`src/rtl/recursive_doubling_adder_pkg.sv`:
```
// Shared types for the recursive-doubling adder.
// KPG carry states and the prefix combine operator.
package recursive_doubling_adder_pkg;

  typedef enum logic [1:0] {
    KPG_K = 2'b00,
    KPG_P = 2'b01,
    KPG_G = 2'b11
  } kpg_t;

  // hi o lo: a propagating upper span defers to the lower span.
  function automatic kpg_t kpg_combine(
    input kpg_t hi,
    input kpg_t lo
  );
    return (hi == KPG_P) ? lo : hi;
  endfunction

endpackage

```
`src/rtl/recursive_doubling_adder_kpg_cell.sv`:
```
// One prefix node: merges an upper and a lower KPG span.
// Replicated across every level of the prefix network.
module kpg_cell
  import recursive_doubling_adder_pkg::*;
(
  input  kpg_t hi_i,
  input  kpg_t lo_i,
  output kpg_t out_o
);

  assign out_o = kpg_combine(hi_i, lo_i);

endmodule

```
`src/rtl/recursive_doubling_adder.sv`:
```
// Registered WIDTH-bit adder with a Kogge-Stone KPG carry prefix.
// Row index 0 is the carry-in slot; index i+1 holds bit i.
module recursive_doubling_adder
  import recursive_doubling_adder_pkg::*;
#(
  parameter int WIDTH = 32
) (
  input  logic             clk,
  input  logic             rst,
  input  logic             in_valid,
  input  logic [WIDTH-1:0] a,
  input  logic [WIDTH-1:0] b,
  input  logic             cin,
  output logic [WIDTH-1:0] sum,
  output logic             cout,
  output logic             out_valid
);

  localparam int LVL = $clog2(WIDTH) + 1;

  kpg_t [WIDTH:0] init;
  kpg_t [WIDTH:0] fin;

  logic [WIDTH-1:0] carry;
  logic [WIDTH-1:0] sum_d;
  logic             cout_d;

  logic [WIDTH-1:0] sum_q;
  logic             cout_q;
  logic             out_valid_q;

  // Per-bit KPG classification plus the carry-in slot.
  always_comb begin
    init    = '0;
    init[0] = cin ? KPG_G : KPG_K;
    for (int i = 0; i < WIDTH; i++) begin
      if (a[i] & b[i])
        init[i+1] = KPG_G;
      else if (~a[i] & ~b[i])
        init[i+1] = KPG_K;
      else
        init[i+1] = KPG_P;
    end
  end

  genvar k, j;
  for (k = 0; k < LVL; k++) begin : g_lvl
    kpg_t [WIDTH:0] src;
    kpg_t [WIDTH:0] row;

    if (k == 0) begin : g_first
      assign src = init;
    end else begin : g_next
      assign src = g_lvl[k-1].row;
    end

    for (j = 0; j <= WIDTH; j++) begin : g_pos
      if (j >= (1 << k)) begin : g_cell
        kpg_cell u_cell (
          .hi_i  (src[j]),
          .lo_i  (src[j-(1<<k)]),
          .out_o (row[j])
        );
      end else begin : g_pass
        assign row[j] = src[j];
      end
    end
  end

  assign fin = g_lvl[LVL-1].row;

  // Carry into bit i is the resolved span ending at bit i-1.
  always_comb begin
    carry = '0;
    for (int i = 0; i < WIDTH; i++) begin
      carry[i] = (fin[i] == KPG_G);
    end
  end

  assign sum_d  = a ^ b ^ carry;
  assign cout_d = (fin[WIDTH] == KPG_G);

  // Output register: loads on valid, holds otherwise.
  always_ff @(posedge clk) begin
    if (rst) begin
      sum_q       <= '0;
      cout_q      <= 1'b0;
      out_valid_q <= 1'b0;
    end else begin
      out_valid_q <= in_valid;
      if (in_valid) begin
        sum_q  <= sum_d;
        cout_q <= cout_d;
      end
    end
  end

  assign sum       = sum_q;
  assign cout      = cout_q;
  assign out_valid = out_valid_q;

endmodule

```
`config.mk`:
```
export PLATFORM = sky130hd
export DESIGN_NAME = recursive_doubling_adder
export DESIGN_NICKNAME = d
export VERILOG_FILES = /design/src/rtl/recursive_doubling_adder_pkg.sv /design/src/rtl/recursive_doubling_adder_kpg_cell.sv /design/src/rtl/recursive_doubling_adder.sv
export SDC_FILE = /design/constraint.sdc
export NUM_CORES = 1
export LEC_CHECK = 0
export ABC_AREA = 1
export ABC_CLOCK_PERIOD_IN_PS = 1570
export CORE_MARGIN = 1
export CORE_UTILIZATION = 48
export DETAILED_ROUTE_END_ITERATION = 6
export PLACE_DENSITY = 0.83
export SETUP_SLACK_MARGIN = 0.15
export SLEW_MARGIN = 40
export SYNTH_ARGS = -nofsm -noshare
export SYNTH_HDL_FRONTEND = slang
export SYNTH_SLANG_ARGS = --single-unit
```
`constraint.sdc`:
```
create_clock -name clk -period 1.57 [get_ports clk]
set_input_delay 0.2355 -clock clk [delete_from_list [all_inputs] [get_ports clk]]
set_output_delay 0.2355 -clock clk [all_outputs]
set_load 0.05 [all_outputs]
```
==> run_summary.xml, run 1 <==
<?xml version="1.0" encoding="UTF-8"?>
<metrics>
  <group name="run_status">
    <metric name="failing_step" unit="">global routing</metric>
    <metric name="outcome" unit="">did not finish</metric>
    <metric name="run.stop_error" unit="">[ERROR DPL-0038] Utilization greater than 100%, impossible to legalize</metric>
  </group>
  <group name="synth">
    <metric name="yosys.cell_types.count" unit="">34</metric>
    <metric name="postSynthRegisterBits" unit="">34</metric>
    <metric name="synthDominantAreaCellType" unit="">ha_1</metric>
    <metric name="postSynthCellCount" unit="">796</metric>
    <metric name="synth.cell_area" unit="µm²">4670</metric>
    <metric name="yosys_warnings" unit="">0</metric>
    <metric name="synth-seq-area-share" unit="%">14.6</metric>
    <metric name="yosys-top-cells-count" unit="">198 x nand2_1, 175 x inv_1, 83 x o21ai_0</metric>
    <metric name="yosys-top-cells-area" unit="">ha_1 18%, nand2_1 16%, dfxtp_1 15%, inv_1 14%, o21ai_0 8.9%</metric>
    <metric name="synth_enable_flop_cells" unit="">0</metric>
    <metric name="yosysTopAreaCellShare" unit="%">17.9</metric>
    <metric name="per_instance_average_area_after_synthesis" unit="µm²">5.87</metric>
    <metric name="synth_fp_nets" unit="">932</metric>
    <metric name="dominantRegCellSynth" unit="">dfxtp_1</metric>
    <metric name="async_flop_share" unit="%">0</metric>
    <metric name="yosys.cell_count.top_type" unit="">nand2_1</metric>
  </group>
  <group name="floorplan">
    <metric name="start_util" unit="%">50.1</metric>
    <metric name="die_height" unit="µm">101</metric>
    <metric name="floorplan.io_pins" unit="">102</metric>
    <metric name="die_w" unit="µm">101</metric>
    <metric name="placement_rows" unit="">35</metric>
  </group>
  <group name="cts">
    <metric name="cts_inserted_buffers" unit="">5</metric>
    <metric name="postCtsHoldBufs" unit="">0</metric>
    <metric name="root_buffer" unit="">clkbuf_8</metric>
    <metric name="htree_levels" unit="">2</metric>
    <metric name="cts.sinks" unit="">34</metric>
    <metric name="longest_clk_path_bufs" unit="">2</metric>
  </group>
  <group name="place">
    <metric name="port_buffers" unit="">101</metric>
    <metric name="gp_routability_congestion" unit="">0.956</metric>
    <metric name="hpwlAfterDp" unit="µm">13300</metric>
    <metric name="post-place-ws" unit="ns">-0.897</metric>
  </group>
  <group name="grt">
    <metric name="grt_start_max_net_pins" unit="">41</metric>
  </group>
  <group name="timing">
    <metric name="worst_endpoint_kind" unit="">register input</metric>
    <metric name="repair-timing-grt-worst-ep" unit="">sum[23]$_SDFFE_PP0P_/D</metric>
  </group>
</metrics>
## cell families after synthesis
group,synth area share (%)
AO/OA/AOI/OAI,23.6
XOR/XNOR,2.62
adder cells (fa/ha/maj),18.4
buffers and inverters,15.7
flip-flops,14.6
multiplexers,0.214
AND/OR/NAND/NOR,24.9
## per-stage QoR
step | cells | setup TNS, ns | area [µm²]
after CTS | 1167 | -0.360 | 8670
after detailed placement | 1119 | -22.90 | 7200
after global placement | 1119 | -21.17 | 7200
after floorplan | 796 | -0.00954 | 5360
## timing repair
action	in CTS
setup endpoints to repair	31
setup buffers	40
pin swaps	205
hold endpoints to repair	0
resized for setup	610
==> inputs of run 2 (changes only) <==
--- a/config.mk
+++ b/config.mk
@@ -6,12 +6,11 @@
 export NUM_CORES = 1
 export LEC_CHECK = 0
 export ABC_AREA = 1
-export ABC_CLOCK_PERIOD_IN_PS = 1570
+export ABC_CLOCK_PERIOD_IN_PS = 2000
 export CORE_MARGIN = 1
-export CORE_UTILIZATION = 48
+export CORE_UTILIZATION = 40
 export DETAILED_ROUTE_END_ITERATION = 6
-export PLACE_DENSITY = 0.83
-export SETUP_SLACK_MARGIN = 0.15
+export PLACE_DENSITY_LB_ADDON = 0.15
 export SLEW_MARGIN = 40
 export SYNTH_ARGS = -nofsm -noshare
 export SYNTH_HDL_FRONTEND = slang
==> constraint.sdc (replaced) <==
create_clock -name clk -period 2 [get_ports clk]
set_input_delay 0.3 -clock clk [delete_from_list [all_inputs] [get_ports clk]]
set_output_delay 0.3 -clock clk [all_outputs]
set_load 0.05 [all_outputs]
==> run 2 against run 1 <==
  * The flow now finishes without violations
  * Area after synthesis stayed put
  * Synthesized cell count did not move
==> run_summary.xml, run 2 <==
<?xml version="1.0" encoding="UTF-8"?>
<metrics>
  <group name="routing">
    <metric name="drt-total-wl" unit="µm">15100</metric>
    <metric name="num_vias" unit="">5670</metric>
    <metric name="routed_via_density" unit="">4.86</metric>
    <metric name="detail_route.wirelength.met1" unit="µm">6880</metric>
    <metric name="wl_met3" unit="µm">639</metric>
    <metric name="met2_wirelength" unit="µm">7250</metric>
    <metric name="drt_first_iter_violations" unit="">259</metric>
    <metric name="route.detailed.drc" unit="">0</metric>
    <metric name="antenna_violating_nets_post_route" unit="">0</metric>
    <metric name="detailedRoute.firstPassIterationCount" unit="">5</metric>
    <metric name="top_signal_layer_used" unit="">met4</metric>
    <metric name="avgRoutedWirePerCell" unit="µm">12.9</metric>
  </group>
  <group name="place">
    <metric name="port_buffers" unit="">101</metric>
    <metric name="gp_routability_congestion" unit="">0.929</metric>
    <metric name="post-place-ws" unit="ns">-0.652</metric>
    <metric name="placed_cell_area" unit="µm²">6600</metric>
    <metric name="hpwlAfterDp" unit="µm">11100</metric>
  </group>
  <group name="finish">
    <metric name="antenna_cells" unit="">0</metric>
    <metric name="final_design_area_no_fill" unit="µm²">8170</metric>
    <metric name="layout-drive-gt1-share" unit="%">41.6</metric>
    <metric name="layout.nets" unit="">1159</metric>
    <metric name="area_growth_syn_to_layout" unit="%">74.9</metric>
    <metric name="mostFrequentLayoutCells" unit="">147 x nand2_1, 127 x buf_4, 100 x inv_1</metric>
    <metric name="mostFrequentLayoutCell" unit="">nand2_1</metric>
    <metric name="finish.utilization" unit="%">71.6</metric>
    <metric name="largest_register_ff_count" unit="">32</metric>
  </group>
  <group name="synth">
    <metric name="yosys.cell_count.top_type" unit="">nand2_1</metric>
    <metric name="dominantRegCellSynth" unit="">dfxtp_1</metric>
    <metric name="postSynthRegisterBits" unit="">34</metric>
    <metric name="synth_enable_flop_cells" unit="">0</metric>
    <metric name="postSynthCellCount" unit="">796</metric>
    <metric name="yosys_warnings" unit="">0</metric>
    <metric name="synth_fp_nets" unit="">932</metric>
    <metric name="yosys-top-cells-area" unit="">ha_1 18%, nand2_1 16%, dfxtp_1 15%, inv_1 14%, o21ai_0 8.9%</metric>
    <metric name="synthDominantAreaCellType" unit="">ha_1</metric>
    <metric name="per_instance_average_area_after_synthesis" unit="µm²">5.87</metric>
    <metric name="synth.cell_area" unit="µm²">4670</metric>
    <metric name="async_flop_share" unit="%">0</metric>
    <metric name="synth-seq-area-share" unit="%">14.6</metric>
    <metric name="yosysTopAreaCellShare" unit="%">17.9</metric>
    <metric name="yosys.cell_types.count" unit="">34</metric>
    <metric name="yosys-top-cells-count" unit="">198 x nand2_1, 175 x inv_1, 83 x o21ai_0</metric>
  </group>
  <group name="cts">
    <metric name="root_buffer" unit="">clkbuf_16</metric>
    <metric name="clock_latency" unit="ns">0.28</metric>
    <metric name="clkTransAtPathRegs" unit="ns">0.07</metric>
    <metric name="cts.sinks" unit="">34</metric>
    <metric name="cts_inserted_buffers" unit="">5</metric>
    <metric name="cts_tree" unit="">yes</metric>
    <metric name="htree_levels" unit="">2</metric>
    <metric name="longest_clk_path_bufs" unit="">2</metric>
  </group>
  <group name="grt">
    <metric name="first_global_vias" unit="">5135</metric>
    <metric name="grt_antenna_before_repair" unit="">0</metric>
    <metric name="grt_overflow" unit="">0</metric>
    <metric name="grt_usage" unit="%">24.3</metric>
    <metric name="grt_start_max_net_pins" unit="">30</metric>
    <metric name="global_route_wire_length_before_repair" unit="µm">23300</metric>
  </group>
  <group name="timing">
    <metric name="fin_crit" unit="ns">1.92</metric>
    <metric name="final_worst_path_setup_slack" unit="ns">0.0780</metric>
    <metric name="maxSlewHeadroom" unit="%">60.3</metric>
    <metric name="layout_worst_path_cycle_share" unit="%">96.1</metric>
    <metric name="setup-violations-final" unit="">0</metric>
    <metric name="transition_time_at_the_pin_with_the_least_slew_margin" unit="ns">0.593</metric>
    <metric name="worst_clock_skew" unit="ns">0</metric>
    <metric name="fin_setup_tns" unit="ns">0</metric>
    <metric name="hold_viol_final" unit="">0</metric>
    <metric name="clock.fmax" unit="MHz">520</metric>
    <metric name="number_of_max_slew_violations_in_the_final_report" unit="">0</metric>
  </group>
  <group name="power_and_ir_drop">
    <metric name="power.ir.vdd_worst" unit="µV">457</metric>
    <metric name="power_density" unit="nW/µm²">601</metric>
    <metric name="total_power" unit="mW">4.91</metric>
    <metric name="power.static_leakage" unit="nW">4.27</metric>
  </group>
  <group name="run_status">
    <metric name="outcome" unit="">finished, final reports clean</metric>
  </group>
  <group name="floorplan">
    <metric name="die_w" unit="µm">110</metric>
    <metric name="placement_rows" unit="">39</metric>
    <metric name="floorplan.io_pins" unit="">102</metric>
    <metric name="core" unit="µm²">11400</metric>
    <metric name="dieArea" unit="µm²">12100</metric>
    <metric name="start_util" unit="%">40.9</metric>
    <metric name="die_height" unit="µm">110</metric>
  </group>
  <group name="worst_setup_path">
    <metric name="timing.setup.critical_path_class" unit="">in -&gt; reg</metric>
    <metric name="required" unit="ns">2.17</metric>
    <metric name="worst-endpoint-arrival" unit="ns">2.09</metric>
    <metric name="critPathSlowestCell" unit="">clkdlybuf4s50_1</metric>
    <metric name="cpPeakStageDelay" unit="ns">0.45</metric>
    <metric name="timing.critical_path.cells" unit="">clkdlybuf4s50_1, inv_1, fa_2, inv_2, o21ai_2, nand2_1, nand2_2, a21o_1, buf_6, xor2_1, a21oi_1</metric>
    <metric name="worst-path-max-fanout" unit="">3</metric>
    <metric name="worst_setup_start_kind" unit="">input pin</metric>
    <metric name="worstSetupEndpointType" unit="">flip-flop</metric>
  </group>
  <group name="run">
    <metric name="max-cap-violations" unit="">0</metric>
  </group>
  <group name="min_path">
    <metric name="worst_hold_path_type" unit="">in -&gt; reg</metric>
  </group>
</metrics>
[run 2: logic make-up (layout without fill, tap and decap cells)]
kind of cell / Yosys count / in the layout / synth area share [%]
simple gates: 291 / 291 / 24.9
compound gates: 192 / 192 / 23.6
flops: 34 / 34 / 14.6
buf+inv: 196 / 424 / 15.7
xor+xnor: 14 / 14 / 2.62
fa+ha+maj: 68 / 68 / 18.4
mux: 1 / 1 / 0.214
[run 2: worst paths after layout]
path                              from              endpoint  slack [ns]  cells after the start
setup / recovery                   cin  sum[11]$_SDFFE_PP0P_        0.08                     11
hold / removal                in_valid  out_valid$_SDFF_PP0_        0.43                      3
setup reg to reg  sum[25]$_SDFFE_PP0P_  sum[25]$_SDFFE_PP0P_        1.29                      4
hold reg to reg      cout$_SDFFE_PP0P_     cout$_SDFFE_PP0P_        0.48                      2
[run 2: area by class of cell]
cell class | count | area [µm²]
clock buffer | 5 | 125
inverter | 187 | 704
sequential | 34 | 681
fill | 927 | 3250
tap | 143 | 179
clock inverter | 3 | 68.8
timing repair buffer | 229 | 2030
multi-input combinational | 566 | 4380
[run 2: power breakdown]
part / internal (mW) / switching (mW) / total (mW) / leakage, nW
Clock: 0.717 / 0.330 / 1.05 / 0.0940
Sequential: 0.755 / 0.0439 / 0.799 / 0.283
Combinational: 1.33 / 1.73 / 3.07 / 3.89
Total: 2.81 / 2.11 / 4.91 / 4.27
[run 2: through the flow]
step,instances,hold WS [ns]
global route,1167,0.453
floorplan,796,0.460
detailed placement,1134,0.460
finish,1167,0.431
global placement,1134,0.457
CTS,1154,0.430
[run 2: routing by layer]
metal,up-vias,GRT usage [%]
met3,24,2.23
li1,2937,-
met1,2564,32.5
met2,145,42.5
met5,-,0
met4,0,4.70
[run 2: timing repair]
item                       CTS  global route
pin swaps                   61            68
gates resized for setup    243           158
gates cloned                 0             0
hold buffers                 0             0
buffers inserted            12            13
setup endpoints to repair   27            27
[run 2: critical path, delay by kind of cell]
kind / cells / cell delay [ns]
AND/OR/NAND/NOR: 2 / 0.16
AO/OA/AOI/OAI: 3 / 0.37
buffers and inverters: 4 / 0.73
adder cells (fa/ha/maj): 1 / 0.35
XOR/XNOR: 1 / 0.18
No activity file was read; power rests on OpenSTA's default activity.
==> inputs of run 3 (changes only) <==
--- a/config.mk
+++ b/config.mk
@@ -7,6 +7,7 @@
 export LEC_CHECK = 0
 export ABC_AREA = 1
 export ABC_CLOCK_PERIOD_IN_PS = 2000
+export CAP_MARGIN = 20
 export CORE_MARGIN = 1
 export CORE_UTILIZATION = 40
 export DETAILED_ROUTE_END_ITERATION = 6
==> results of run 3 <==
Final layout, timing and power as in run 2 (identical DEF).
